$ cat src/rtl/logic_unit_pipe.sv
// logic_unit_pipe: bitwise logic unit with valid/ready input, DEPTH-entry
// output FIFO, saturating accept counter and a sticky reserved-mode flag.
module logic_unit_pipe #(
  parameter int unsigned WIDTH = 8,
  parameter int unsigned DEPTH = 2,
  parameter int unsigned CNT_W = 16
) (
  input  logic             clk,
  input  logic             rst,
  input  logic             in_valid,
  output logic             in_ready,
  input  logic [WIDTH-1:0] input_a,
  input  logic [WIDTH-1:0] input_b,
  input  logic [2:0]       mode,
  output logic             out_valid,
  input  logic             out_ready,
  output logic [WIDTH-1:0] output_,
  output logic             out_zero,
  output logic [CNT_W-1:0] op_count,
  output logic             illegal_mode,
  input  logic             clr
);

  localparam int unsigned AW = (DEPTH > 1) ? $clog2(DEPTH) : 1;
  localparam logic [AW:0] FULL_CNT = DEPTH[AW:0];

  logic [WIDTH-1:0] mem [DEPTH];
  logic [AW-1:0]    wr_ptr;
  logic [AW-1:0]    rd_ptr;
  logic [AW:0]      occ;
  logic             ready_en;
  logic             push;
  logic             pop;
  logic [WIDTH-1:0] result;

  // in_ready only rises on the first edge after reset release.
  assign in_ready  = ready_en && (occ < FULL_CNT);
  assign out_valid = (occ != '0);
  assign push      = in_valid && in_ready;
  assign pop       = out_valid && out_ready;
  assign output_   = out_valid ? mem[rd_ptr] : '0;
  assign out_zero  = out_valid && (output_ == '0);

  // Operation select; reserved mode yields zero.
  always_comb begin
    result = '0;
    case (mode)
      3'b000:  result = input_a & input_b;
      3'b001:  result = input_a | input_b;
      3'b010:  result = input_a ^ input_b;
      3'b011:  result = ~(input_a & input_b);
      3'b100:  result = ~(input_a | input_b);
      3'b101:  result = ~(input_a ^ input_b);
      3'b110:  result = input_a & ~input_b;
      default: result = '0;
    endcase
  end

  // FIFO storage write at the tail.
  always_ff @(posedge clk) begin
    if (push) begin
      mem[wr_ptr] <= result;
    end
  end

  // Pointers, occupancy and post-reset ready enable.
  always_ff @(posedge clk or negedge rst) begin
    if (!rst) begin
      wr_ptr   <= '0;
      rd_ptr   <= '0;
      occ      <= '0;
      ready_en <= 1'b0;
    end else begin
      ready_en <= 1'b1;
      if (push) begin
        wr_ptr <= wr_ptr + 1'b1;
      end
      if (pop) begin
        rd_ptr <= rd_ptr + 1'b1;
      end
      if (push && !pop) begin
        occ <= occ + 1'b1;
      end else if (pop && !push) begin
        occ <= occ - 1'b1;
      end
    end
  end

  // Saturating accept counter and sticky reserved-mode flag; clr wins.
  always_ff @(posedge clk or negedge rst) begin
    if (!rst) begin
      op_count     <= '0;
      illegal_mode <= 1'b0;
    end else if (clr) begin
      op_count     <= '0;
      illegal_mode <= 1'b0;
    end else if (push) begin
      if (op_count != '1) begin
        op_count <= op_count + 1'b1;
      end
      if (mode == 3'b111) begin
        illegal_mode <= 1'b1;
      end
    end
  end

endmodule

$ cat config.mk
export PLATFORM = sky130hd
export DESIGN_NAME = logic_unit_pipe
export DESIGN_NICKNAME = d
export VERILOG_FILES = /design/src/rtl/logic_unit_pipe.sv
export SDC_FILE = /design/constraint.sdc
export NUM_CORES = 1
export LEC_CHECK = 0
export ABC_AREA = 1
export CORE_ASPECT_RATIO = 1.75
export CORE_MARGIN = 2
export CORE_UTILIZATION = 47
export CTS_BUF_LIST = sky130_fd_sc_hd__clkbuf_4 sky130_fd_sc_hd__clkbuf_8 sky130_fd_sc_hd__clkbuf_16
export DETAILED_ROUTE_END_ITERATION = 10
export PLACE_DENSITY = 0.76
export SLEW_MARGIN = 20
export SYNTH_ARGS = -nofsm -noshare
export SYNTH_HDL_FRONTEND = slang
export SYNTH_SLANG_ARGS = --single-unit
$ cat constraint.sdc
create_clock -name clk -period 1.4 [get_ports clk]
set_input_delay 0.14 -clock clk [delete_from_list [all_inputs] [get_ports clk]]
set_output_delay 0.14 -clock clk [all_outputs]
set_load 0.01 [all_outputs]
Word level (Yosys, flattened, before mapping)
Memory sizes are Yosys's and may differ from the RTL's.
Cells that the tools add are included.
{ "op_classes": {"reduce_logical": 17, "n_mux": 12, "n_eq_ne": 8, "bitwise_logic": 8, "order_cmp": 1, "addsub": 5} }
{ "ops": {"columns": ["cell", "n"], "rows": [
  ["$pmux W8 S7", 1],
  ["$mux W16", 3],
  ["$not A8 Y8", 4],
  ["$add A16 B1 Y16 const B", 1],
  ["$and A8 B8 Y8", 2],
  ["$ne A16 B16 Y1 const B", 1],
  ["$eq A3 B3 Y1 const B", 4],
  ["$reduce_bool A2 Y1", 5],
  ["$logic_not A8 Y1", 1],
  ["$mux W8", 1],
  ["$or A8 B8 Y8", 1],
  ["$xor A8 B8 Y8", 1],
  ["$eq A3 B2 Y1 const B", 2],
  ["$logic_and A1 B1 Y1", 6],
  ["$mux W1", 5],
  ["$mux W2", 2],
  ["$reduce_and A2 Y1", 2],
  ["$eq A3 B1 Y1 const B", 1],
  ["$logic_not A3 Y1", 1],
  ["$add A1 B1 Y1 const B", 2],
  ["$add A2 B1 Y2 const B", 1],
  ["$logic_not A1 Y1", 2],
  ["$lt A2 B2 Y1 const B", 1],
  ["$sub A2 B1 Y2 const B", 1]
]} }
{ "totals": {"elab_cells": 58, "register_bits": 22, "ramBits": 16, "mem_count": 1} }
{ "memory_table": {"columns": ["name", "words", "width", "read_ports", "rd_ports_with_merged_regs", "wr", "line_no", "rtl"], "rows": [
  ["mem", 2, 8, 1, 0, 1, "27", "logic [WIDTH-1:0] mem [DEPTH];"]
]} }

Longest topological paths before layout
Gate-level depths: netlist of run 1.
{ "depth": {"ltp_word": 7, "ltp_mapped": 10, "mapped_depth_nobuf": 10} }

Worst setup path before layout of run 1
OpenSTA, ideal clock, no wires.
{ "synth_path": {"path_type": "flip-flop to flip-flop", "start": "register occ[1]", "end": "register occ[1]", "n_path_buf": 0, "period_less_slack_ns": 1.600, "setup_slack_ns": -0.200, "t_arrival_ns": 1.476, "setup_time_ns": 0.124, "required_time_ns": 1.276, "stages_incl_launch_ff": 8, "cell_sequence": "dfrtp_1 > nor2_1 > nand2_1 > inv_1 > ha_1 > a21oi_1 > o21ai_0 > xnor2_1"} }
{ "synth_via": {"elab_chain_cells": 6, "elab_cells_between_ends": 14, "cone_classes": "add/sub (2); order compare (1); mux (2); reduce/logical (9)"} }
{ "synth_rtl": {"columns": ["item", "line_no", "rtl"], "rows": [
  ["start: declaration", "30", "logic [AW:0] occ;"],
  ["start signal: assignment", "82", "occ <= occ + 1'b1;"],
  ["start signal: assignment", "84", "occ <= occ - 1'b1;"],
  ["$lt A2 B2 Y1 *", "37", "assign in_ready = ready_en && (occ < FULL_CNT);"],
  ["$logic_and A1 B1 Y1 *", "37", null],
  ["via in_ready", "11", "output logic in_ready,"],
  ["$logic_and A1 B1 Y1 *", "39", "assign push = in_valid && in_ready;"],
  ["via push", "32", "logic push;"],
  ["$logic_not A1 Y1", "83", "end else if (pop && !push) begin"],
  ["$logic_and A1 B1 Y1", "83", null],
  ["$reduce_bool A2 Y1 (no source line)", null, null]
]} }
Mark *: on every way through the listed nets, which the timed path passes. The rest lies on a longest branch. The select of a mux whose other input is x is not followed.
A chain may end at the register's enable or synchronous reset.

Worst setup path after layout of run 1
{ "layout_path": {"start": "register rd_ptr", "end": "output out_zero"} }
{ "layout_via": {"elab_chain_cells": 4} }
{ "layout_rtl": {"columns": ["item", "line_no", "rtl"], "rows": [
  ["start: declaration", "29", "logic [AW-1:0] rd_ptr;"],
  ["start signal: assignment", "79", "rd_ptr <= rd_ptr + 1'b1;"],
  ["$mem_v2 Z2 W8", null, null],
  ["$mux W8", "41", "assign output_ = out_valid ? mem[rd_ptr] : '0;"],
  ["$logic_not A8 Y1", "42", "assign out_zero = out_valid && (output_ == '0);"],
  ["$logic_and A1 B1 Y1", "42", null],
  ["end: declaration", "18", "output logic out_zero,"]
]} }
Every way passes these cells.

==> results.toml, run 1 <==
[status]
status = "complete, but fails checks"
violations = "negative setup slack"

[setup_path]
worstReg2RegEnd = "op_count[15]"
crit_slowest_cell = "dfrtp_2"
r2r_cells = 10
cp_max_fo = 6
cp.buffers_inverters = 3
arrival_ns = 1.70
reg2reg_from = "occ[1]"
crit_path_start_kind = "flop"
path_depth = 8
startpoint = "rd_ptr"
cp-end-kind = "output pin"
critPathTopFamily = "flip-flops"
slowest_delay_ns = 0.48
crit_required_ns = 1.26
worstSetupPathType = "flop to output pin"
regToRegSetupSlack_ns = -0.29
path_cells = "clkinv_4 > buf_6 > nand2_4 > a21oi_2 > nor2_1 > nand4_1 > nor2_2 > buf_2"
crit_end = "out_zero"

[power_and_ir_drop]
p_int_mw = 3.19
irDropWorstVdd_mv = 0.677
p_clk_share_pct = 15.7
finalPower_mw = 5.11
power.density_nw_per_um2 = 1160
comb_power_share_pct = 56.2
p_sw_mw = 1.92
power_frac_seq_pct = 28.1
leakagePower_nw = 2.17
switching_share_pct = 37.6

[route]
drt-wirelength-per-cell_um = 16.9
vias_per_cell = 5.42
wl_mm = 9.65
drc_errors = 0
vias = 3092
ant_nets = 0
dr.pass1.iters = 6
drt_iter0_markers = 241

[finish]
final_util_pct = 79.2
final-seq-area_um2 = 1040
diodes = 0
fillerInstances = 364
multi_input_area_um2 = 1730
final_nets = 544
synthToLayoutAreaGrowth_pct = 62.5
drive_gt1_share_pct = 34.7

[yosys]
synth_cell_types = 31
synth.most_common_cell = "nand2_1"
synth_top_family_by_area = "simple AND/OR/NAND/NOR gates"
synth_fp_nets = 408
syn_avg_cell_area_um2 = 7.54
synth_edf_count = 16
synth_area_um2 = 2700
synth_seq_cells = 38
synth_area_leaders = "dfrtp_1 20%, edfxtp_1 18%, nand2_1 14%, ha_1 12%, inv_1 7.5%"
synth_flop_cell = "dfrtp_1"
muxShareOfSynthArea_pct = 0
ys_async_sr_fraction_pct = 57.9
ys_seq_area_share_pct = 38.2
yosysWarnings = 0
syn_inst = 358
ys_top_cells_by_count = "99 x nand2_1, 54 x inv_1, 35 x nor2_1"
synth_compound_area_share_pct = 9.82
synth_top_area_share_pct = 20.4
yosysTopAreaCell = "dfrtp_1"
synth-simple-area-share_pct = 28.0
synth-adder-area-share_pct = 12.0
synth_xor_area_share_pct = 2.92

[die]
num_rows = 36
die_x_um = 61.3
fp.dieH_um = 104
initial_utilization_pct = 48.7
io_pins = 52
placeableCoreArea_um2 = 5540
die-area_um2 = 6390

[placement]
port_buffers = 51
gp_congestion = 0.877
dp_hpwl_mm = 5.66

[timing]
setup_ws_ns = -0.445
fmax_mhz = 542
min_period_over_period_pct = 132
period_minus_slack_ns = 1.84
hold_viol = 0
finalSetupTns_ns = -8.08
rsz0062_at_grt = "yes"
finalSetupViolCount = 44
maxSlewViolCount = 0
finalClockSkew_ns = 0.0113

[global_routing]
antenna_found_initial = 0
grt_pass1_wl_mm = 13.4
grt_overflow_total = 0
grt_pass1_vias = 3041
grt_max_degree = 23
grt_use_total_pct = 27.8

[cts]
cts.sinks = 38
cts_hold_buf = 0
cts-root-buf = "clkbuf_8"
cts.htree.levels = 2
clock_path_buffers = 2
cts_tree = "done"
path_clk_slew_ns = 0.08
cts_buffers = 5
clk_latency_ns = 0.31

[worst_hold_path]
hold_class = "input pin to asynchronous set/reset pin"

[run]
maxCapViolCount = 0
## what timing repair did
| action | in CTS | in global routing |
|---|---|---|
| gates cloned | 0 | 0 |
| resized for setup | 102 | 73 |
| pin swaps | 12 | 14 |
| setup endpoints to repair | 61 | 63 |
| setup buffers | 12 | 7 |
## power groups by stage
stage | Clock (mW) | Combinational (mW) | Sequential [mW]
5_1_grt | 0.820 | 3.01 | 1.45
6_report | 0.800 | 2.87 | 1.44
3_5_place_dp | 0 | 1.88 | 1.41
4_1_cts | 0.772 | 2.23 | 1.41
3_3_place_gp | 0 | 1.85 | 1.40
2_1_floorplan | 0 | 0.801 | 1.41
## routing by layer
metal	global-route usage [%]	vias up	routed length (µm)
li1	-	1418	-
met1	26.2	1459	3090
met2	51.3	156	5560
met3	4.98	59	452
met4	15.8	0	549
met5	0	-	0
## per-stage QoR
stage               area [µm²]  hold WS [ns]  worst slack (ns)  cells
detailed placement        3800         0.521            -0.570    547
floorplan                 2730        -0.156           -0.0636    358
CTS                       4100         0.201            -0.344    566
global placement          3800         0.503            -0.519    547
finish                    4390         0.184            -0.445    571
global route              4390         0.230            -0.606    571
## how the worst min path moves through the flow
stage          slack (ns)    startpoint            to
5_1_grt              0.23           rst   op_count[7]
3_5_place_dp         0.52           rst   op_count[7]
3_3_place_gp         0.50  illegal_mode  illegal_mode
2_1_floorplan       -0.16           rst  illegal_mode
6_report             0.18           rst   op_count[7]
4_1_cts              0.20           rst   op_count[7]
## state kept, by name (all words and copies together), names as in the netlist
signal / cells
illegal_mode: 1
mem: 16
occ: 2
op_count: 16
rd_ptr: 1
ready_en: 1
wr_ptr: 1
## cell type report
class	instances	share of cell area (%)
Inverter	56	4.96
Multi-Input combinational cell	261	39.4
Clock inverter	3	0.485
Clock buffer	5	1.57
Timing Repair Buffer	132	27.7
Sequential cell	38	23.6
Tap cell	76	2.17
## cell families (layout without fill, tap and decap cells)
logic type      count (synthesis)  after routing
simple gates                  177            177
fa+ha+maj                      26             26
flops                          38             38
xor+xnor                        9              9
buf+inv                        59            196
compound gates                 48             48
other cells                     1              1
## placed cells by master (no fill, tap or decap), types with 8 or more instances in the layout
cell type        count
ha_1                22
o21ai_1             10
nor2_4               8
nand2_1             77
o21ai_0             12
nand4_1              8
dfrtp_1             17
nand2_2             16
clkdlybuf4s50_1     22
dlygate4sd2_1       14
inv_1               47
nand3_1             14
edfxtp_1            16
buf_4               56
nand2_4              8
buf_6               32
nor2_1              29
Note: power is estimated with default switching activity, not from simulation.
==> inputs of run 2 (changes only) <==
Settings changed: CORE_UTILIZATION 47 to 25, CTS_CLUSTER_DIAMETER set to 80, PLACE_DENSITY 0.76 to not set.
==> results.toml, run 2 (same netlist as run 1, synthesis figures left out) <==
[status]
status = "complete, but fails checks"
violations = "negative setup slack"

[cts]
cts-root-buf = "clkbuf_16"
cts.htree.levels = 2
clk_latency_ns = 0.28
cts.sinks = 38
clock_path_buffers = 2
cts_tree = "done"
cts_buffers = 5
path_clk_slew_ns = 0.06
cts_hold_buf = 0

[global_routing]
grt_pass1_wl_mm = 13.4
grt_overflow_total = 0
grt_pass1_vias = 2904
grt_max_degree = 23
grt_use_total_pct = 14.9
antenna_found_initial = 0

[setup_path]
arrival_ns = 1.62
reg2reg_from = "occ[1]"
cp-end-kind = "output pin"
worstSetupPathType = "flop to output pin"
cp_max_fo = 5
slowest_delay_ns = 0.43
crit_slowest_cell = "dfrtp_2"
crit_required_ns = 1.26
startpoint = "occ[1]"
path_cells = "nor2_4 > inv_2 > nand3_2 > inv_2 > nor2_1 > nand4_1 > nor2_2 > buf_2"
crit_path_start_kind = "flop"
crit_top_cell = "inv_2"

[timing]
hold_viol = 0
min_period_over_period_pct = 126
finalSetupTns_ns = -10.78
period_minus_slack_ns = 1.76
rsz0062_at_grt = "yes"
fmax_mhz = 567
finalClockSkew_ns = 0.00339
maxSlewViolCount = 0
setup_ws_ns = -0.365
finalSetupViolCount = 46
fin_hold_ws_ns = 0.224

[finish]
final_common_cell = "nand2_1"
final_cell_area_um2 = 4640
final_cell_mix = "79 x nand2_1, 70 x buf_4, 46 x inv_1, 29 x nor2_1, 25 x buf_6"
largestRegisters = "mem: 16 flops, op_count: 16 flops, occ: 2 flops"
diodes = 0
synthToLayoutAreaGrowth_pct = 72.0
drive_gt1_share_pct = 35.8
final_nets = 555
final_util_pct = 43.7

[die]
io_pins = 52
initial_utilization_pct = 25.4
placeableCoreArea_um2 = 10600
die_x_um = 82.6
die-area_um2 = 11700
fp.dieH_um = 141
num_rows = 50

[route]
drt-wirelength-per-cell_um = 13.3
vias = 2899
dr.pass1.iters = 4
vias_per_cell = 4.56
ant_nets = 0
drc_errors = 0
drt_iter0_markers = 100
wl_mm = 8.43

[placement]
placed_area_um2 = 3890
port_buffers = 51
dp_hpwl_mm = 6.08
gp_congestion = 0.830
dp_slack_ns = -0.615

[power_and_ir_drop]
leakagePower_nw = 2.30
irDropWorstVdd_mv = 0.574
power.density_nw_per_um2 = 1190

[worst_hold_path]
hold_class = "input pin to asynchronous set/reset pin"

[run]
maxCapViolCount = 0
-- run 2: changes by cell type in the layout (fill, tap and decap cells not counted), sizes merged --
| cell | previous run | this run |
|---|---|---|
| clkdlybuf4s50 | 22 | 20 |
| buf | 91 | 103 |
| clkinvlp | 1 | 2 |
| dlymetal6s2s | 3 | 6 |
| clkdlybuf4s15 | 2 | 0 |
| clkinv | 3 | 1 |
| bufinv | 0 | 1 |
-- run 2: path summary, 6_finish.rpt --
path	end	slack, ns	cells after the start
max in group asynchronous	occ[1]	0.91	2
setup / recovery	out_zero	-0.36	8
setup reg to reg	op_count[1]	-0.31	12
min in group clk	mem[1][6]	0.41	4
hold reg to reg	illegal_mode	0.50	2
hold / removal	op_count[9]	0.22	2
-- run 2: layer usage --
layer  vias to the layer above  global-route usage (%)  share of wire, %
li1                       1443                       -                 -
met1                      1355                    14.6                36
met2                        77                    28.9                57
met3                        24                    1.59               3.2
met4                         0                    7.77               4.3
met5                         -                       0                 0
-- run 2: power by group --
part	total, mW	switching, mW	internal (mW)
clock	1.29	0.452	0.839
sequential	1.42	0.108	1.32
combinational	2.81	1.23	1.58
total	5.52	1.79	3.74
-- run 2: through the flow --
stage          cells  power, mW
2_1_floorplan    358       2.21
3_3_place_gp     601       3.25
3_5_place_dp     601       3.30
4_1_cts          632       5.23
5_1_grt          636       5.82
6_report         636       5.52
-- run 2: critical path, delay by kind of cell, from the launching register on --
family                 cells  cell delay (ns)
flip-flops                 1             0.43
AND/OR/NAND/NOR            5             0.64
buffers and inverters      3             0.28
-- run 2: layout make-up --
cell class	instances	area (µm²)
Tap cell	130	163
Clock inverter	3	45.0
Timing Repair Buffer	143	1370
Multi-Input combinational cell	261	1690
Clock buffer	5	125
Fill cell	1040	5990
Inverter	56	218
Sequential cell	38	1030
-- run 2: timing repair --
item                       CTS  global route
pin swaps                   19            17
gates resized for setup    128            35
cloned                       3             0
setup endpoints to repair   59            64
setup buffers               26             9
